**config.mk**
```make
export PLATFORM = sky130hd
export DESIGN_NAME = fetch_unit
export DESIGN_NICKNAME = d
export VERILOG_FILES = /design/src/rtl/fetch_unit.sv
export SDC_FILE = /design/constraint.sdc
export NUM_CORES = 1
export LEC_CHECK = 0
export ABC_AREA = 1
export BUFFER_PORTS_ARGS = -buffer_cell sky130_fd_sc_hd__buf_2
export CELL_PAD_IN_SITES_DETAIL_PLACEMENT = 1
export CELL_PAD_IN_SITES_GLOBAL_PLACEMENT = 2
export CORE_MARGIN = 3
export CORE_UTILIZATION = 38
export CTS_BUF_LIST = sky130_fd_sc_hd__clkbuf_4 sky130_fd_sc_hd__clkbuf_8
export CTS_CLUSTER_SIZE = 24
export DETAILED_ROUTE_END_ITERATION = 10
export HOLD_SLACK_MARGIN = 0.12
export PLACE_DENSITY = 0.87
export SLEW_MARGIN = 20
export SYNTH_ARGS = -nofsm -noshare
export SYNTH_HDL_FRONTEND = slang
export SYNTH_SLANG_ARGS = --single-unit
export TNS_END_PERCENT = 5
```
**constraint.sdc**
```tcl
create_clock -name clk -period 7.4 [get_ports clk]
set_clock_uncertainty 0.05 [all_clocks]
set_input_delay 1.11 -clock clk [delete_from_list [all_inputs] [get_ports clk]]
set_output_delay 1.11 -clock clk [all_outputs]
set_load 0.005 [all_outputs]
```
**src/rtl/fetch_unit.sv**
```systemverilog
`default_nettype none
// ============================================================================
// Module      : fetch_unit
// Description : Instruction-fetch front end with a DEPTH-entry prefetch queue,
//               redirect/flush, sticky fetch-fault reporting and optional
//               vectored interrupt entry.
//
// Ports
//   clk, rst           : clock, asynchronous active-high reset
//   ram_txs/ram_re     : RAM transaction start/hold and read enable
//   ram_addr           : RAM fetch address
//   ram_txe/ram_err    : RAM transaction end / error (error qualified by txe)
//   ram_out            : RAM read data (qualified by txe)
//   instr_valid/instr  : queue head valid / instruction
//   instr_addr         : address of the queue head instruction
//   instr_take         : pop the queue head
//   redir/redir_addr   : flush and restart fetching at redir_addr
//   fault/fault_addr   : sticky fetch fault and the failing address
//   int_req            : interrupt request, level-sensitive ("int" is a
//                        SystemVerilog keyword, so the port carries a suffix)
//   int_dev_id/int_en  : interrupting device / global interrupt enable
//   int_taken          : one-cycle pulse on interrupt entry
//   int_ret_addr       : return address, valid while int_taken is 1
//
// Configuration macro : FETCH_UNIT_INT_EN enables interrupt entry; when it is
//                       undefined the interrupt inputs are ignored and
//                       int_taken/int_ret_addr are tied to zero.
//
// Revision    : 1.0 - initial release
// ============================================================================
module fetch_unit #(
    parameter int unsigned       ADDR_W     = 64,
    parameter int unsigned       INSTR_W    = 32,
    parameter int unsigned       DEPTH      = 4,
    parameter logic [ADDR_W-1:0] RESET_ADDR = '0,
    parameter logic [ADDR_W-1:0] VEC_BASE   = ADDR_W'('h100),
    parameter int unsigned       VEC_STRIDE = 16
) (
    input  logic               clk,
    input  logic               rst,
    output logic               ram_txs,
    output logic               ram_re,
    output logic [ADDR_W-1:0]  ram_addr,
    input  logic               ram_txe,
    input  logic               ram_err,
    input  logic [INSTR_W-1:0] ram_out,
    output logic               instr_valid,
    output logic [INSTR_W-1:0] instr,
    output logic [ADDR_W-1:0]  instr_addr,
    input  logic               instr_take,
    input  logic               redir,
    input  logic [ADDR_W-1:0]  redir_addr,
    output logic               fault,
    output logic [ADDR_W-1:0]  fault_addr,
    input  logic               int_req,
    input  logic [7:0]         int_dev_id,
    input  logic               int_en,
    output logic               int_taken,
    output logic [ADDR_W-1:0]  int_ret_addr
);

    localparam int unsigned         c_PTR_W     = (DEPTH > 1) ? $clog2(DEPTH) : 1;
    localparam int unsigned         c_CNT_W     = c_PTR_W + 1;
    localparam logic [c_CNT_W-1:0]  c_DEPTH_CNT = c_CNT_W'(DEPTH);
    localparam logic [ADDR_W-1:0]   c_PC_STEP   = ADDR_W'(INSTR_W / 8);

    localparam logic [1:0] c_ST_IDLE  = 2'd0;
    localparam logic [1:0] c_ST_BUSY  = 2'd1;
    localparam logic [1:0] c_ST_DROP  = 2'd2;
    localparam logic [1:0] c_ST_FAULT = 2'd3;

    logic [1:0]          r_state;
    logic [1:0]          w_state_nxt;
    logic [ADDR_W-1:0]   r_pc;
    logic                r_ram_txs;
    logic [ADDR_W-1:0]   r_ram_addr;
    logic                r_fault;
    logic [ADDR_W-1:0]   r_fault_addr;
    logic [c_PTR_W-1:0]  r_rd_ptr;
    logic [c_PTR_W-1:0]  r_wr_ptr;
    logic [c_CNT_W-1:0]  r_count;
    logic [INSTR_W-1:0]  r_q_data [DEPTH];
    logic [ADDR_W-1:0]   r_q_addr [DEPTH];

    logic                w_issue;
    logic                w_push;
    logic                w_pop;
    logic                w_fault_set;
    logic                w_int_entry;
    logic                w_flush;
    logic [ADDR_W-1:0]   w_flush_addr;
    logic [ADDR_W-1:0]   w_vec_addr;

    assign w_vec_addr   = VEC_BASE + ADDR_W'(int_dev_id) * ADDR_W'(VEC_STRIDE);
    assign w_flush      = redir | w_int_entry;
    assign w_flush_addr = redir ? redir_addr : w_vec_addr;
    assign w_pop        = instr_take && (r_count != '0) && !w_flush;

    // ------------------------------------------------------------------------
    // Fetch FSM: state register
    // ------------------------------------------------------------------------
    always_ff @(posedge clk or posedge rst) begin
        if (rst) begin
            r_state <= c_ST_IDLE;
        end else begin
            r_state <= w_state_nxt;
        end
    end

    // ------------------------------------------------------------------------
    // Fetch FSM: next state and per-cycle actions
    // ------------------------------------------------------------------------
    always_comb begin
        w_state_nxt = r_state;
        w_issue     = 1'b0;
        w_push      = 1'b0;
        w_fault_set = 1'b0;
        case (r_state)
            c_ST_IDLE: begin
                if (!w_flush && (r_count < c_DEPTH_CNT) && !ram_txe) begin
                    w_issue     = 1'b1;
                    w_state_nxt = c_ST_BUSY;
                end
            end
            c_ST_BUSY: begin
                if (ram_txe) begin
                    if (ram_err) begin
                        w_fault_set = 1'b1;
                        w_state_nxt = c_ST_FAULT;
                    end else begin
                        w_push      = 1'b1;
                        w_state_nxt = c_ST_IDLE;
                    end
                end
            end
            c_ST_DROP: begin
                if (ram_txe) begin
                    w_state_nxt = c_ST_IDLE;
                end
            end
            default: begin
                w_state_nxt = c_ST_FAULT;
            end
        endcase
        // A flush overrides everything. A transaction ending on this very
        // cycle is simply discarded; one still open is waited out in DROP
        // because the RAM port cannot abort it.
        if (w_flush) begin
            w_push      = 1'b0;
            w_fault_set = 1'b0;
            if (((r_state == c_ST_BUSY) || (r_state == c_ST_DROP)) && !ram_txe) begin
                w_state_nxt = c_ST_DROP;
            end else begin
                w_state_nxt = c_ST_IDLE;
            end
        end
    end

    // ------------------------------------------------------------------------
    // PC, RAM request, fault and queue bookkeeping
    // ------------------------------------------------------------------------
    always_ff @(posedge clk or posedge rst) begin
        if (rst) begin
            r_pc         <= RESET_ADDR;
            r_ram_txs    <= 1'b0;
            r_ram_addr   <= '0;
            r_fault      <= 1'b0;
            r_fault_addr <= '0;
            r_rd_ptr     <= '0;
            r_wr_ptr     <= '0;
            r_count      <= '0;
        end else begin
            // Request stays up for as long as a transaction is open.
            r_ram_txs <= (w_state_nxt == c_ST_BUSY) || (w_state_nxt == c_ST_DROP);
            if (w_issue) begin
                r_ram_addr <= r_pc;
            end

            // The PC only advances on a successful push, so it always names
            // the address of the transaction currently in flight.
            if (w_flush) begin
                r_pc <= w_flush_addr;
            end else if (w_push) begin
                r_pc <= r_pc + c_PC_STEP;
            end

            if (w_flush) begin
                r_fault <= 1'b0;
            end else if (w_fault_set) begin
                r_fault      <= 1'b1;
                r_fault_addr <= r_pc;
            end

            if (w_flush) begin
                r_rd_ptr <= '0;
                r_wr_ptr <= '0;
                r_count  <= '0;
            end else begin
                if (w_push) begin
                    r_wr_ptr <= r_wr_ptr + c_PTR_W'(1);
                end
                if (w_pop) begin
                    r_rd_ptr <= r_rd_ptr + c_PTR_W'(1);
                end
                if (w_push && !w_pop) begin
                    r_count <= r_count + c_CNT_W'(1);
                end else if (w_pop && !w_push) begin
                    r_count <= r_count - c_CNT_W'(1);
                end
            end
        end
    end

    // Queue storage carries no reset; validity is tracked by r_count.
    always_ff @(posedge clk) begin
        if (w_push) begin
            r_q_data[r_wr_ptr] <= ram_out;
            r_q_addr[r_wr_ptr] <= r_pc;
        end
    end

`ifdef FETCH_UNIT_INT_EN
    logic              r_in_isr;
    logic              r_int_taken;
    logic [ADDR_W-1:0] r_int_ret_addr;

    assign w_int_entry = int_req && int_en && !r_in_isr && !redir;

    always_ff @(posedge clk or posedge rst) begin
        if (rst) begin
            r_in_isr       <= 1'b0;
            r_int_taken    <= 1'b0;
            r_int_ret_addr <= '0;
        end else begin
            r_int_taken <= w_int_entry;
            if (redir) begin
                r_in_isr <= 1'b0;
            end else if (w_int_entry) begin
                r_in_isr <= 1'b1;
            end
            // Resume at the oldest unexecuted instruction if one is queued,
            // otherwise at the address being fetched.
            if (w_int_entry) begin
                r_int_ret_addr <= (r_count != '0) ? r_q_addr[r_rd_ptr] : r_pc;
            end
        end
    end

    assign int_taken    = r_int_taken;
    assign int_ret_addr = r_int_ret_addr;
`else
    logic w_unused_int;

    assign w_int_entry  = 1'b0;
    assign int_taken    = 1'b0;
    assign int_ret_addr = '0;
    assign w_unused_int = &{1'b0, int_req, int_en, w_vec_addr};
`endif

    assign ram_txs     = r_ram_txs;
    assign ram_re      = r_ram_txs;
    assign ram_addr    = r_ram_addr;
    assign fault       = r_fault;
    assign fault_addr  = r_fault_addr;
    assign instr_valid = (r_count != '0);
    assign instr       = r_q_data[r_rd_ptr];
    assign instr_addr  = r_q_addr[r_rd_ptr];

endmodule
`default_nettype wire

```
==> impl_metrics.ini <==
[worst_setup_path]
cp-endpoint = instr_addr[32]
cp-start-kind = flip-flop
crit_path_start = r_rd_ptr[0]$_DFFE_PP0P_
regToRegStartpoint = r_state[1]$_DFF_PP0_
critical_path_arrival_ns = 3.62
rr_worst_depth = 10
cp_max_fo = 82
worst-setup-path-type = flip-flop to output port
end_kind = output port
required_ns = 6.24
reg2reg_to = r_q_addr[0][51]$_DFFE_PP_
r2r_setup_slack_ns = 3.11

[sta]
whs_ns = 0.431
tightest_slew_ns = 1.01
setup_tns_ns = 0
period_needed_ns = 4.78
max_slew_margin_pct = 32.6
fmax_mhz = 209
drv_slew = 0
fin_crit_sh_pct = 64.6
setup_viol = 0
finalHoldViolations = 0
rsz0062_at_grt = no

[power]
finalPower_w = 0.00904
power.density_nw_per_um2 = 311
p_leak_nw = 11.9
max-vdd-ir-drop_mv = 0.191

[synth]
synth_cells = 2356
synth.most_common_cell = nand2_1
yosysSeqAreaShare_pct = 66.8
synth_flop_cell = edfxtp_1
synth.area.top_cells = edfxtp_1, dfrtp_1, o21ai_0, nand2_1, nor2_1
synth_top_cell_area_share_pct = 46.4
syn_area_um2 = 24900
yosys_warnings = 0
avgSynthCellArea_um2 = 10.6
synth_edf_count = 384
yosys.cell_types.count = 38
synth-seq-cells = 587
synth_top_cell_by_area = edfxtp_1
async_reset_ff_share_pct = 34.6
synthTopCellsByCount = nand2_1, edfxtp_1, o21ai_0, nor2_1, dfrtp_1

[routing]
drt_iter0_markers = 1019
routedWlPerCell_um = 21.2
wl_mm = 76.9
first_pass_iters = 5
post-route-drc-count = 0
final_antenna_net_count = 0
viasPerCell = 5.07
via_count = 18420

[min_path]
hp-class = flip-flop to flip-flop
hp-start = ram_addr[59]$_DFFE_PP0P_

[layout]
seqCellArea_um2 = 16600
syn2layout_area_growth_pct = 16.8
fillers = 7271
multi_input_area_um2 = 6960
final_area_um2 = 29000
layout.nets = 2815
drive_gt1_share_pct = 19.9

[place]
hpwl_mm = 51.9
place.gp.congestion = 0.908
post_dp_cell_area_um2 = 27000
portBuffers = 329

[clock_tree]
cts_setup_buffers = 0
cts_buffer_depth = 3
cts_tree = yes
path_clk_slew_ns = 0.06
cts_buffers = 98
hold_buffers = 0
cts.repair.resized = 0
worstSkewPairLatency_ns = 0.69
cts.sinks = 587
root_buffer = clkbuf_8
h-tree-depth = 3

[global_routing]
grt_usage_pct = 22.1
antenna_found_initial = 14
grt_max_degree = 132
grt_pass1_wl_mm = 115
grt-ovfl-total = 0
grt_pass1_vias = 19129

[floorplanning]
die-area_um2 = 68600
start_util_pct = 38.5
die_h_um = 262
rows = 93
die_w_um = 262
core_area_um2 = 64600
io_pins = 405

[status]
status = finished clean

[job]
drv_cap = 0
-- metal layers --
metal	vias up	routed length [um]	global-route usage [%]	share of wire, %
met2	436	37300	36.7	49
met4	12	1920	7.35	2.5
met3	120	4730	5.06	6.1
met1	9268	32800	28.5	43
met5	-	79	0	0.10
li1	8584	-	-	-
-- layout by cell type, fill, tap and decap left out, types with 2 or more instances in the layout --
cell type and count:
o21ai_1 11, clkinvlp_4 5, nand4_1 12, nor2_2 16, edfxtp_1 384, a21oi_1 10
dfrtp_1 201, clkinv_2 11, o22ai_1 97, nand2_2 9, clkbuf_4 24, inv_2 7
xor2_1 24, clkinv_1 28, o21bai_1 3, ha_1 9, o211ai_1 15, inv_1 143
buf_2 329, nor2_1 324, nand3_1 70, a31oi_1 2, nand3b_1 3, buf_12 2
conb_1 65, diode_2 9, nand2_1 448, buf_4 20, clkbuf_8 100, and2_1 2
o221ai_1 2, bufinv_16 6, nor3_1 3, o21ai_0 356, nor2_4 12
-- where the power goes --
part	total, W	switching [W]	internal, W
registers	0.00426	0.000356	0.00391
logic	0.00189	0.00120	0.000688
clock network	0.00289	0.00130	0.00158
total	0.00904	0.00286	0.00618
-- flip-flops by register name, summed over array words and instances, names as in the netlist --
signal / count
r_q_data: 128
r_state: 2
r_wr_ptr: 2
r_pc: 64
fault_addr: 64
r_count: 3
r_q_addr: 256
ram_addr: 64
fault: 1
r_rd_ptr: 2
ram_re: 1
-- how the worst min path moves through the flow --
stage | endpoint | slack [ns] | cells after the start
2_1_floorplan | fault$_DFFE_PP0P_ | 0.42 | 2
3_3_place_gp | ram_addr[1]$_DFFE_PP0P_ | 0.41 | 2
3_5_place_dp | ram_addr[38]$_DFFE_PP0P_ | 0.42 | 2
4_1_cts | ram_addr[38]$_DFFE_PP0P_ | 0.43 | 2
5_1_grt | ram_addr[42]$_DFFE_PP0P_ | 0.45 | 2
6_report | ram_addr[59]$_DFFE_PP0P_ | 0.43 | 2
-- per-stage QoR --
step	std cells	utilization [%]	worst slack, ns
floorplan	2420	-	0.701
finish	3630	45.0	2.62
global route	3623	44.9	2.38
global placement	3446	41.9	2.52
detailed placement	3446	41.9	2.46
CTS	3619	44.9	2.61
-- kinds of logic after synthesis --
| logic type | count (synthesis) | synth area share, % |
|---|---|---|
| fa+ha+maj | 10 | 0.533 |
| buf+inv | 334 | 6.32 |
| xor+xnor | 24 | 0.845 |
| compound gates | 499 | 10.8 |
| simple gates | 901 | 14.7 |
| other cells | 1 | 0.0151 |
| flops | 587 | 66.8 |
-- area by class of cell --
class                      count  share of cell area [%]
inverter                     155                    2.04
tap                          855                    3.68
antenna                        9                  0.0775
multi-input combinational   1499                    24.0
clock buffer                 124                    5.36
timing repair buffer         352                    6.36
sequential                   587                    57.2
clock inverter                49                    1.32
-- critical path, stage by stage, from the launching register on --
cell	delay (ns)
dfrtp_4	0.72
inv_4	0.51
buf_4	0.74
o21ai_0	0.22
o22ai_1	0.47
buf_2	0.21
No activity file was read; power rests on OpenSTA's default activity.
